**src/rtl/des_key_sched_ctrl.sv**
```systemverilog
// des_key_sched_ctrl: iterative DES key-schedule sequencer.
// Latches a post-PC-1 key on start and steps the 28-bit C/D halves through
// the 16-round rotation schedule, one round per cycle the core accepts.
// Encrypt rotates left starting from a 1-bit rotation at round 0. Decrypt
// starts unrotated and rotates right through the table in reverse order.
module des_key_sched_ctrl #(
  parameter int ROUNDS = 16,
  parameter int CNT_W  = 16
) (
  input  logic             clk,
  input  logic             rst,
  input  logic             start,
  input  logic             decrypt,
  input  logic [55:0]      key_in,
  input  logic             core_stall,
  output logic             ready,
  output logic             load_block,
  output logic             round_valid,
  output logic [3:0]       round_idx,
  output logic [55:0]      round_cd,
  output logic             last_round,
  output logic             done,
  output logic [CNT_W-1:0] op_count
);

  typedef enum logic [1:0] {
    IDLE  = 2'd0,
    ROUND = 2'd1,
    DONE  = 2'd2
  } state_t;

  localparam logic [3:0] LAST_IDX = 4'(ROUNDS - 1);

  state_t      state_r;
  logic        dec_r;
  logic [4:0]  enc_k_s;
  logic [4:0]  dec_k_s;
  logic [27:0] c_next_s;
  logic [27:0] d_next_s;
  logic [3:0]  idx_next_s;

  // DES shift table, 1-based round number k = 1..16.
  function automatic logic [1:0] shift_amt(input logic [4:0] k);
    logic [1:0] amt;
    case (k)
      5'd1, 5'd2, 5'd9, 5'd16: amt = 2'd1;
      default:                 amt = 2'd2;
    endcase
    return amt;
  endfunction

  // 28-bit wrap-around rotate left by 1 or 2.
  function automatic logic [27:0] rotl28(input logic [27:0] x, input logic [1:0] n);
    logic [27:0] r;
    case (n)
      2'd1:    r = {x[26:0], x[27]};
      2'd2:    r = {x[25:0], x[27:26]};
      default: r = x;
    endcase
    return r;
  endfunction

  // 28-bit wrap-around rotate right by 1 or 2.
  function automatic logic [27:0] rotr28(input logic [27:0] x, input logic [1:0] n);
    logic [27:0] r;
    case (n)
      2'd1:    r = {x[0], x[27:1]};
      2'd2:    r = {x[1:0], x[27:2]};
      default: r = x;
    endcase
    return r;
  endfunction

  // Next-round C/D: moving from round i to i+1 encrypt uses table entry i+2,
  // decrypt uses entry 16-i (i.e. 17-(i+1)).
  always_comb begin
    idx_next_s = round_idx + 4'd1;
    enc_k_s    = {1'b0, round_idx} + 5'd2;
    dec_k_s    = 5'd16 - {1'b0, round_idx};
    if (dec_r) begin
      c_next_s = rotr28(round_cd[55:28], shift_amt(dec_k_s));
      d_next_s = rotr28(round_cd[27:0],  shift_amt(dec_k_s));
    end else begin
      c_next_s = rotl28(round_cd[55:28], shift_amt(enc_k_s));
      d_next_s = rotl28(round_cd[27:0],  shift_amt(enc_k_s));
    end
  end

  // Sequencer FSM with all outputs registered.
  always_ff @(posedge clk) begin
    if (rst) begin
      state_r     <= IDLE;
      dec_r       <= 1'b0;
      ready       <= 1'b1;
      load_block  <= 1'b0;
      round_valid <= 1'b0;
      round_idx   <= 4'd0;
      round_cd    <= 56'd0;
      last_round  <= 1'b0;
      done        <= 1'b0;
      op_count    <= {CNT_W{1'b0}};
    end else begin
      case (state_r)
        IDLE: begin
          done <= 1'b0;
          if (start) begin
            dec_r       <= decrypt;
            round_idx   <= 4'd0;
            round_valid <= 1'b1;
            load_block  <= 1'b1;
            last_round  <= (LAST_IDX == 4'd0);
            ready       <= 1'b0;
            state_r     <= ROUND;
            if (decrypt) begin
              round_cd <= key_in;
            end else begin
              round_cd <= {rotl28(key_in[55:28], 2'd1), rotl28(key_in[27:0], 2'd1)};
            end
          end else begin
            ready <= 1'b1;
          end
        end
        ROUND: begin
          // The block-load pulse covers only the first presentation of round 0.
          load_block <= 1'b0;
          if (!core_stall) begin
            if (round_idx == LAST_IDX) begin
              state_r     <= DONE;
              round_valid <= 1'b0;
              last_round  <= 1'b0;
              done        <= 1'b1;
              if (op_count != {CNT_W{1'b1}}) begin
                op_count <= op_count + CNT_W'(1);
              end else begin
                op_count <= op_count;
              end
            end else begin
              round_idx  <= idx_next_s;
              round_cd   <= {c_next_s, d_next_s};
              last_round <= (idx_next_s == LAST_IDX);
            end
          end else begin
            round_idx <= round_idx;
            round_cd  <= round_cd;
          end
        end
        DONE: begin
          done    <= 1'b0;
          ready   <= 1'b1;
          state_r <= IDLE;
        end
        default: begin
          state_r     <= IDLE;
          ready       <= 1'b1;
          done        <= 1'b0;
          load_block  <= 1'b0;
          round_valid <= 1'b0;
          last_round  <= 1'b0;
        end
      endcase
    end
  end

endmodule

```
**config.mk**
```make
export PLATFORM = sky130hd
export DESIGN_NAME = des_key_sched_ctrl
export DESIGN_NICKNAME = d
export VERILOG_FILES = /design/src/rtl/des_key_sched_ctrl.sv
export SDC_FILE = /design/constraint.sdc
export NUM_CORES = 1
export LEC_CHECK = 0
export CAP_MARGIN = 5
export CORE_MARGIN = 3
export CORE_UTILIZATION = 40
export CTS_BUF_LIST = sky130_fd_sc_hd__clkbuf_16
export DETAILED_ROUTE_END_ITERATION = 8
export SLEW_MARGIN = 40
export SYNTH_ARGS = -nofsm -noshare
export SYNTH_HDL_FRONTEND = slang
export SYNTH_SLANG_ARGS = --single-unit
```
**constraint.sdc**
```tcl
create_clock -name clk -period 4.8 [get_ports clk]
set_clock_uncertainty 0.1 [all_clocks]
set_input_delay 0.96 -clock clk [delete_from_list [all_inputs] [get_ports clk]]
set_output_delay 0.96 -clock clk [all_outputs]
set_load 0.005 [all_outputs]
```
### Word level (Yosys, flattened, before mapping)

Cells that the tools add are included.
Widths: inputs -> output; s select.

| word-level totals | value |
|---|---|
| register bits | 84 |
| input bits | 61 |
| output and inout bits | 81 |
| word-level logic and storage cells | 88 |

| cells by class | value |
|---|---|
| add/subtract/negate cells | 4 |
| eq/ne operators | 23 |
| multiplexer cells | 34 |
| bitwise operators | 3 |
| reduce and logical (&&, ||, !) cells | 14 |

Operator list:

| operator | number |
|---|---|
| $mux 56 | 4 |
| $pmux 28 s2 | 4 |
| $pmux 56 s2 | 1 |
| $mux 28 | 2 |
| $add 16x1->16 const B | 1 |
| $ne 16x16->1 const B | 1 |
| $mux 2 | 7 |
| $mux 4 | 3 |
| $reduce_and 4->1 | 3 |
| $eq 5x1->1 const B | 2 |
| $eq 5x2->1 const B | 2 |
| $eq 5x4->1 const B | 2 |
| $eq 5x5->1 const B | 2 |
| $eq 4x4->1 const B | 2 |
| $ne 2x2->1 const B | 4 |
| $ne 4x2->1 const B | 2 |
| $pmux 4 s2 | 1 |
| $reduce_or 4->1 | 2 |
| $mux 1 | 7 |
| $eq 2x1->1 const B | 3 |
| $eq 2x2->1 const B | 3 |
| $pmux 1 s3 | 2 |
| $reduce_and 2->1 | 3 |
| $reduce_and 3->1 | 2 |
| 10 further kinds | 13 |

### Longest topological paths before layout

| depth | value |
|---|---|
| depth after elaboration | 11 |
| gate-level depth with buffers | 11 |
| depth with buffers taken out | 8 |

### Worst setup path before layout

No wires, ideal clock.

| timing path | value |
|---|---|
| path type | input to register |
| from | input port start |
| to | register round_cd[21] |
| library setup time | 91 ps |
| arrival | 2,111 ps |
| required time | 4,609 ps |
| setup slack | 2,498 ps |
| stages | 8 |
| path buffers | 2 |
| cell sequence | nor2b_1 -> a21oi_2 -> or2_1 -> buf_2 -> buf_2 -> a21oi_1 -> a21oi_1 -> a311oi_1 |

| on the way | value |
|---|---|
| longest elaborated chain between the ends | 2 |

RTL lines:

| element | RTL line | source |
|---|---|---|
| start, declared | 12 | `input logic start,` |
| $ne 2x2->1 (no line) | - |  |
| $reduce_and 6->1 (no line) | - |  |
| end signal, assigned | 115 | `round_cd <= key_in;` |
| end signal, assigned | 117 | `round_cd <= {rotl28(key_in[55:28], 2'd1), rotl28(key_in[27:0], 2'd1)};` |
| end signal, assigned | 139 | `round_cd <= {c_next_s, d_next_s};` |
| end, declared | 20 | `output logic [55:0] round_cd,` |

No other way between the ends.
A chain may end at the register's enable or synchronous reset.

### Worst setup path in the final report

| timing path | value |
|---|---|
| from | register round_idx[2] |
| to | register round_cd[39] |

| on the way | value |
|---|---|
| longest elaborated chain between the ends | 11 |
| elaborated cells on any way between the ends | 31 |
| classes of those cells | add/sub: 2; eq/ne: 16; mux: 10; reduce/logical: 3 |

RTL lines:

| element | RTL line | source |
|---|---|---|
| start, declared | 19 | `output logic [3:0] round_idx,` |
| start signal, assigned | 138 | `round_idx <= idx_next_s;` |
| start signal, assigned | 143 | `round_idx <= round_idx;` |
| $sub 5x4->5 or $add 4x2->5 (tied branches) | 79, 78 |  |
| $eq 5x1->1 (tied with other cells) | 45 | `case (k)` |
| $reduce_or 4->1 | 45 |  |
| $mux 2 | 45 |  |
| $mux 2 | 80 | `if (dec_r) begin` |
| $eq 2x2->1 (tied with other cells) | 66 | `case (n)` |
| $pmux 28 s2, on equally long branches | 66, 55 |  |
| $mux 28 | 80 |  |
| $mux 56 | 127 | `if (round_idx == LAST_IDX) begin` |
| $mux 56 | 126 | `if (!core_stall) begin` |
| $pmux 56 s2 | 103 | `case (state_r)` |

Parallel ways exist; a longest one is shown, timed or not. The select of a mux whose other input is x is not followed.

==> summary by stage <==
CTS
The tree is rooted in a sky130_fd_sc_hd__clkbuf_16. Clock latency on the worst-skew pair, taken at its later pin, is 0.36 ns. In this run, CTS created clock tree buffers numbering 9. The deepest clock path buffer count is 2. The post-CTS clock slew at the launch and capture registers of the worst setup and hold paths is 0.07 ns.

The CTS tree is yes. The H-tree generated during clock tree synthesis spans 3 levels. Post-CTS timing repair inserted 0 buffers for setup. In this run, post-CTS repair resized a total of 0 instances. The sink count of the clock tree is 84. The number of buffers inserted for hold repair after clock tree synthesis is 0.

Floorplan
The die is 137.7 µm tall. The die is 137.7 µm wide. The initial core utilization is 41.37%. The initialized floorplan defines 47 standard-cell rows. The core footprint is 0.01676 mm². The die area is 0.01895 mm². Pin placement for this block handled 142 I/O pins.

Timing
The final critical-path required period is 3.023 ns. The final number of max-transition violations is 0. The worst slew slack as a fraction of its limit is 49.75%. The aggregate negative setup slack is 0 ns. Setup repair after global routing left no endpoint under its margin.

Dividing the final minimum period by the clock period gives 62.98%. Based on the critical path, the design can be clocked at up to 330.8 MHz. Setup violations remaining at the end of the flow were counted as 0. The final number of hold-violating endpoints is 0. At the pin with the least slew margin, the transition time is 0.7538 ns.

Synth
The most common cell in the synthesized netlist is sky130_fd_sc_hd__a21oi_1. The number of synthesized flops with an enable pin is 0. The summed instance area of the synthesized netlist is 0.006934 mm². The unique cell type count in the Yosys netlist is 48. During synthesis, Yosys emitted a total of 0 warnings. Summed over its instances, the top area cell type makes up 24.25% of the synthesized netlist area.

The total nets after synthesis is 963. Sorting the synthesized cells by area gives the leading types as sky130_fd_sc_hd__dfxtp_1 (24%), sky130_fd_sc_hd__mux2i_1 (8.7%), sky130_fd_sc_hd__a21oi_1 (8.4%), sky130_fd_sc_hd__a311oi_1 (7.1%), sky130_fd_sc_hd__a221oi_1 (6.7%). Among all flip-flop cells after synthesis, the most frequent one is sky130_fd_sc_hd__dfxtp_1.

The post-synthesis area per instance is 7.748 µm². sky130_fd_sc_hd__dfxtp_1 takes more of the synthesized area than any other cell. For this run, asynchronously set or reset flops after synthesis account for 0%. Sequential cells were found to cover 24.25% of the synthesized design area. The commonest cells after synthesis are sky130_fd_sc_hd__a21oi_1 (117), sky130_fd_sc_hd__dfxtp_1 (84), sky130_fd_sc_hd__nand2_1 (65).

The gate count of the mapped netlist is 895. In this run, synthesis produced a sequential element count of 84.

Critical path
The launch point of the critical path is round_idx[2]$_SDFFE_PP0P_. Among all stages on the critical path, the largest delay is contributed by sky130_fd_sc_hd__dfxtp_1. The endpoint identified for the worst register-to-register timing path is round_cd[39]$_SDFFE_PP0P_. The most critical setup path has its endpoint at round_cd[39]$_SDFFE_PP0P_. The arrival time at the worst endpoint is 3.19 ns. The top fanout value on the critical path is 33. The number of cells on the worst reg-to-reg path is 9. The critical path data required time is 4.96 ns. The signal on the critical path passes through inv_1, ha_1, nor2b_1, nor2_1, o31a_4, buf_4, nand3_1, a21o_1, a311oi_1. The path type of the worst setup path is flop to flop.

The start of the worst register-to-register path is round_idx[2]$_SDFFE_PP0P_. For this run, the slowest stage of the critical path takes 0.59 ns. STA classifies the critical path startpoint as a flop. Across all register-to-register paths, the minimum setup slack is 1.78 ns. The element type at the critical path end is a flop.

Final layout
The final layout contains 1025 nets. Of the cells placed in the final design, the portion with a size suffix greater than 1 is 4.990%. Cells fill 51.02% of the core in the end.

The post-synthesis to final-layout area growth is 23.31%. The number of antenna diodes in the final layout is 0. After filler insertion, the fill cell instance count of the layout stands at 1681.

Routing
The first routing iteration left 575 violations. The first TritonRoute pass finished after 5 iterations. The detailed router placed 7512 vias in this run.

The average wire per cell in the routed design is 19.41 µm. In this run the remaining antenna-violating nets after routing total 0. Using the TritonRoute via totals, the vias-per-cell ratio works out to 6.355. After detailed routing, the number of remaining DRC violations is 0. The total length of routed wires is 22940 µm.

Outcome
The flow ran to the end, and the final reports show no timing, DRC or antenna violations.

Place
The weighted congestion reported at the end of routability-driven placement is 0.7821. The number of buffers inserted by port buffering is 141. The placed wire-length estimate after detailed placement is 13660 µm.

GRT
The sum of overflow across all layers after global routing is 0. The number of antenna violations at the first check in global routing is 0. The first global-routing pass estimated 37160 µm of wire. Global routing used 23.85% of the available tracks. Entering global routing, the biggest net connects 70 pins. The number of global-route vias before repair came to 6993.

Power and ir drop
The design draws 2.188 mW. The peak supply drop is 0.0002194 V. The power density over cell area is 255.9 mW/mm². The leakage power summed over all cells is 2.707 nW.

Job
Max-cap violations in this run came to 0.

Hold path
The worst min-delay path class is flop to flop.
## critical path: cells and delay by family (launching register included)
family,cells,cell delay (ns)
AOI/OAI and AO/OA,3,0.95
adders and majority gates,1,0.22
buffers and inverters,2,0.55
DFF,1,0.59
and+or+nand+nor,3,0.51
## area by class of cell
type | count | area [µm²] | share of cell area (%)
inverter | 8 | 31.28 | 0.3658
multi-input combinational | 697 | 4723 | 55.24
clock inverter | 7 | 62.56 | 0.7316
clock buffer | 9 | 225.2 | 2.634
timing repair buffer | 157 | 1550 | 18.13
tap | 220 | 275.3 | 3.219
sequential | 84 | 1683 | 19.68
## stage by stage
stage	instance area (µm²)	worst slack, ns	hold slack (ns)	std cells
floorplan	6934	2.498	0.3504	895
global placement	8222	1.530	0.3740	1165
detailed placement	8255	1.480	0.3783	1166
CTS	8543	1.525	0.3923	1182
global route	8551	1.551	0.4241	1182
finish	8551	1.777	0.3809	1182
## kinds of logic (layout without fill, tap and decap cells)
family,Yosys count,after routing,synth area share (%)
buffers and inverters,114,181,8.481
DFF,84,84,24.25
AOI/OAI and AO/OA,360,360,36.11
and+or+nand+nor,254,254,19.22
adders and majority gates,7,7,1.263
muxes,60,60,8.661
xor gates and xnor gates,16,16,2.021
## placed cells by master (no fill, tap or decap), types with 4 or more instances in the layout
cell type | synthesis | routed
sky130_fd_sc_hd__a21o_1 | 53 | 53
sky130_fd_sc_hd__a21oi_1 | 117 | 117
sky130_fd_sc_hd__a221oi_1 | 53 | 53
sky130_fd_sc_hd__a311oi_1 | 56 | 56
sky130_fd_sc_hd__a31oi_1 | 53 | 53
sky130_fd_sc_hd__buf_4 | 16 | 16
sky130_fd_sc_hd__clkbuf_16 | 0 | 9
sky130_fd_sc_hd__clkdlybuf4s50_1 | 0 | 139
sky130_fd_sc_hd__dfxtp_1 | 84 | 83
sky130_fd_sc_hd__ha_1 | 7 | 7
sky130_fd_sc_hd__inv_1 | 8 | 7
sky130_fd_sc_hd__inv_6 | 0 | 5
sky130_fd_sc_hd__mux2i_1 | 60 | 60
sky130_fd_sc_hd__nand2_1 | 65 | 65
sky130_fd_sc_hd__nand3_1 | 60 | 60
sky130_fd_sc_hd__nand4_1 | 5 | 5
sky130_fd_sc_hd__nor2_1 | 34 | 33
sky130_fd_sc_hd__nor2b_1 | 7 | 7
sky130_fd_sc_hd__nor3_1 | 10 | 10
sky130_fd_sc_hd__nor3b_1 | 53 | 53
sky130_fd_sc_hd__o21ai_0 | 6 | 6
sky130_fd_sc_hd__o31a_1 | 5 | 4
sky130_fd_sc_hd__xnor2_1 | 12 | 12
sky130_fd_sc_hd__xor2_1 | 4 | 4
## worst min path at each step
stage / start / slack [ns] / to / depth (start not counted)
floorplan: done$_SDFFE_PP0P_ / 0.35 / done$_SDFFE_PP0P_ / 2
global placement: done$_SDFFE_PP0P_ / 0.37 / done$_SDFFE_PP0P_ / 2
detailed placement: done$_SDFFE_PP0P_ / 0.38 / done$_SDFFE_PP0P_ / 2
CTS: done$_SDFFE_PP0P_ / 0.39 / done$_SDFFE_PP0P_ / 2
global route: done$_SDFFE_PP0P_ / 0.42 / done$_SDFFE_PP0P_ / 2
finish: done$_SDFFE_PP0P_ / 0.38 / done$_SDFFE_PP0P_ / 2
## layer usage
layer / global-route usage [%] / wire [µm]
met1: 34.40 / 10510
met4: 8.038 / 509
met2: 36.33 / 10560
met3: 3.360 / 1358
met5: 0 / 0
## sequential cells by signal (all words and copies together), names as in the netlist
signal	flops
round_cd	56
op_count	16
round_idx	4
state_r	2
dec_r	1
done	1
last_round	1
load_block	1
ready	1
round_valid	1
## power by group
| part | internal (mW) | total, mW | switching (mW) | leakage, nW |
|---|---|---|---|---|
| clock network | 0.365 | 0.711 | 0.347 | 0.140 |
| logic | 0.292 | 0.627 | 0.334 | 1.88 |
| registers | 0.745 | 0.850 | 0.105 | 0.688 |
Power figures use the tool's default switching activity.
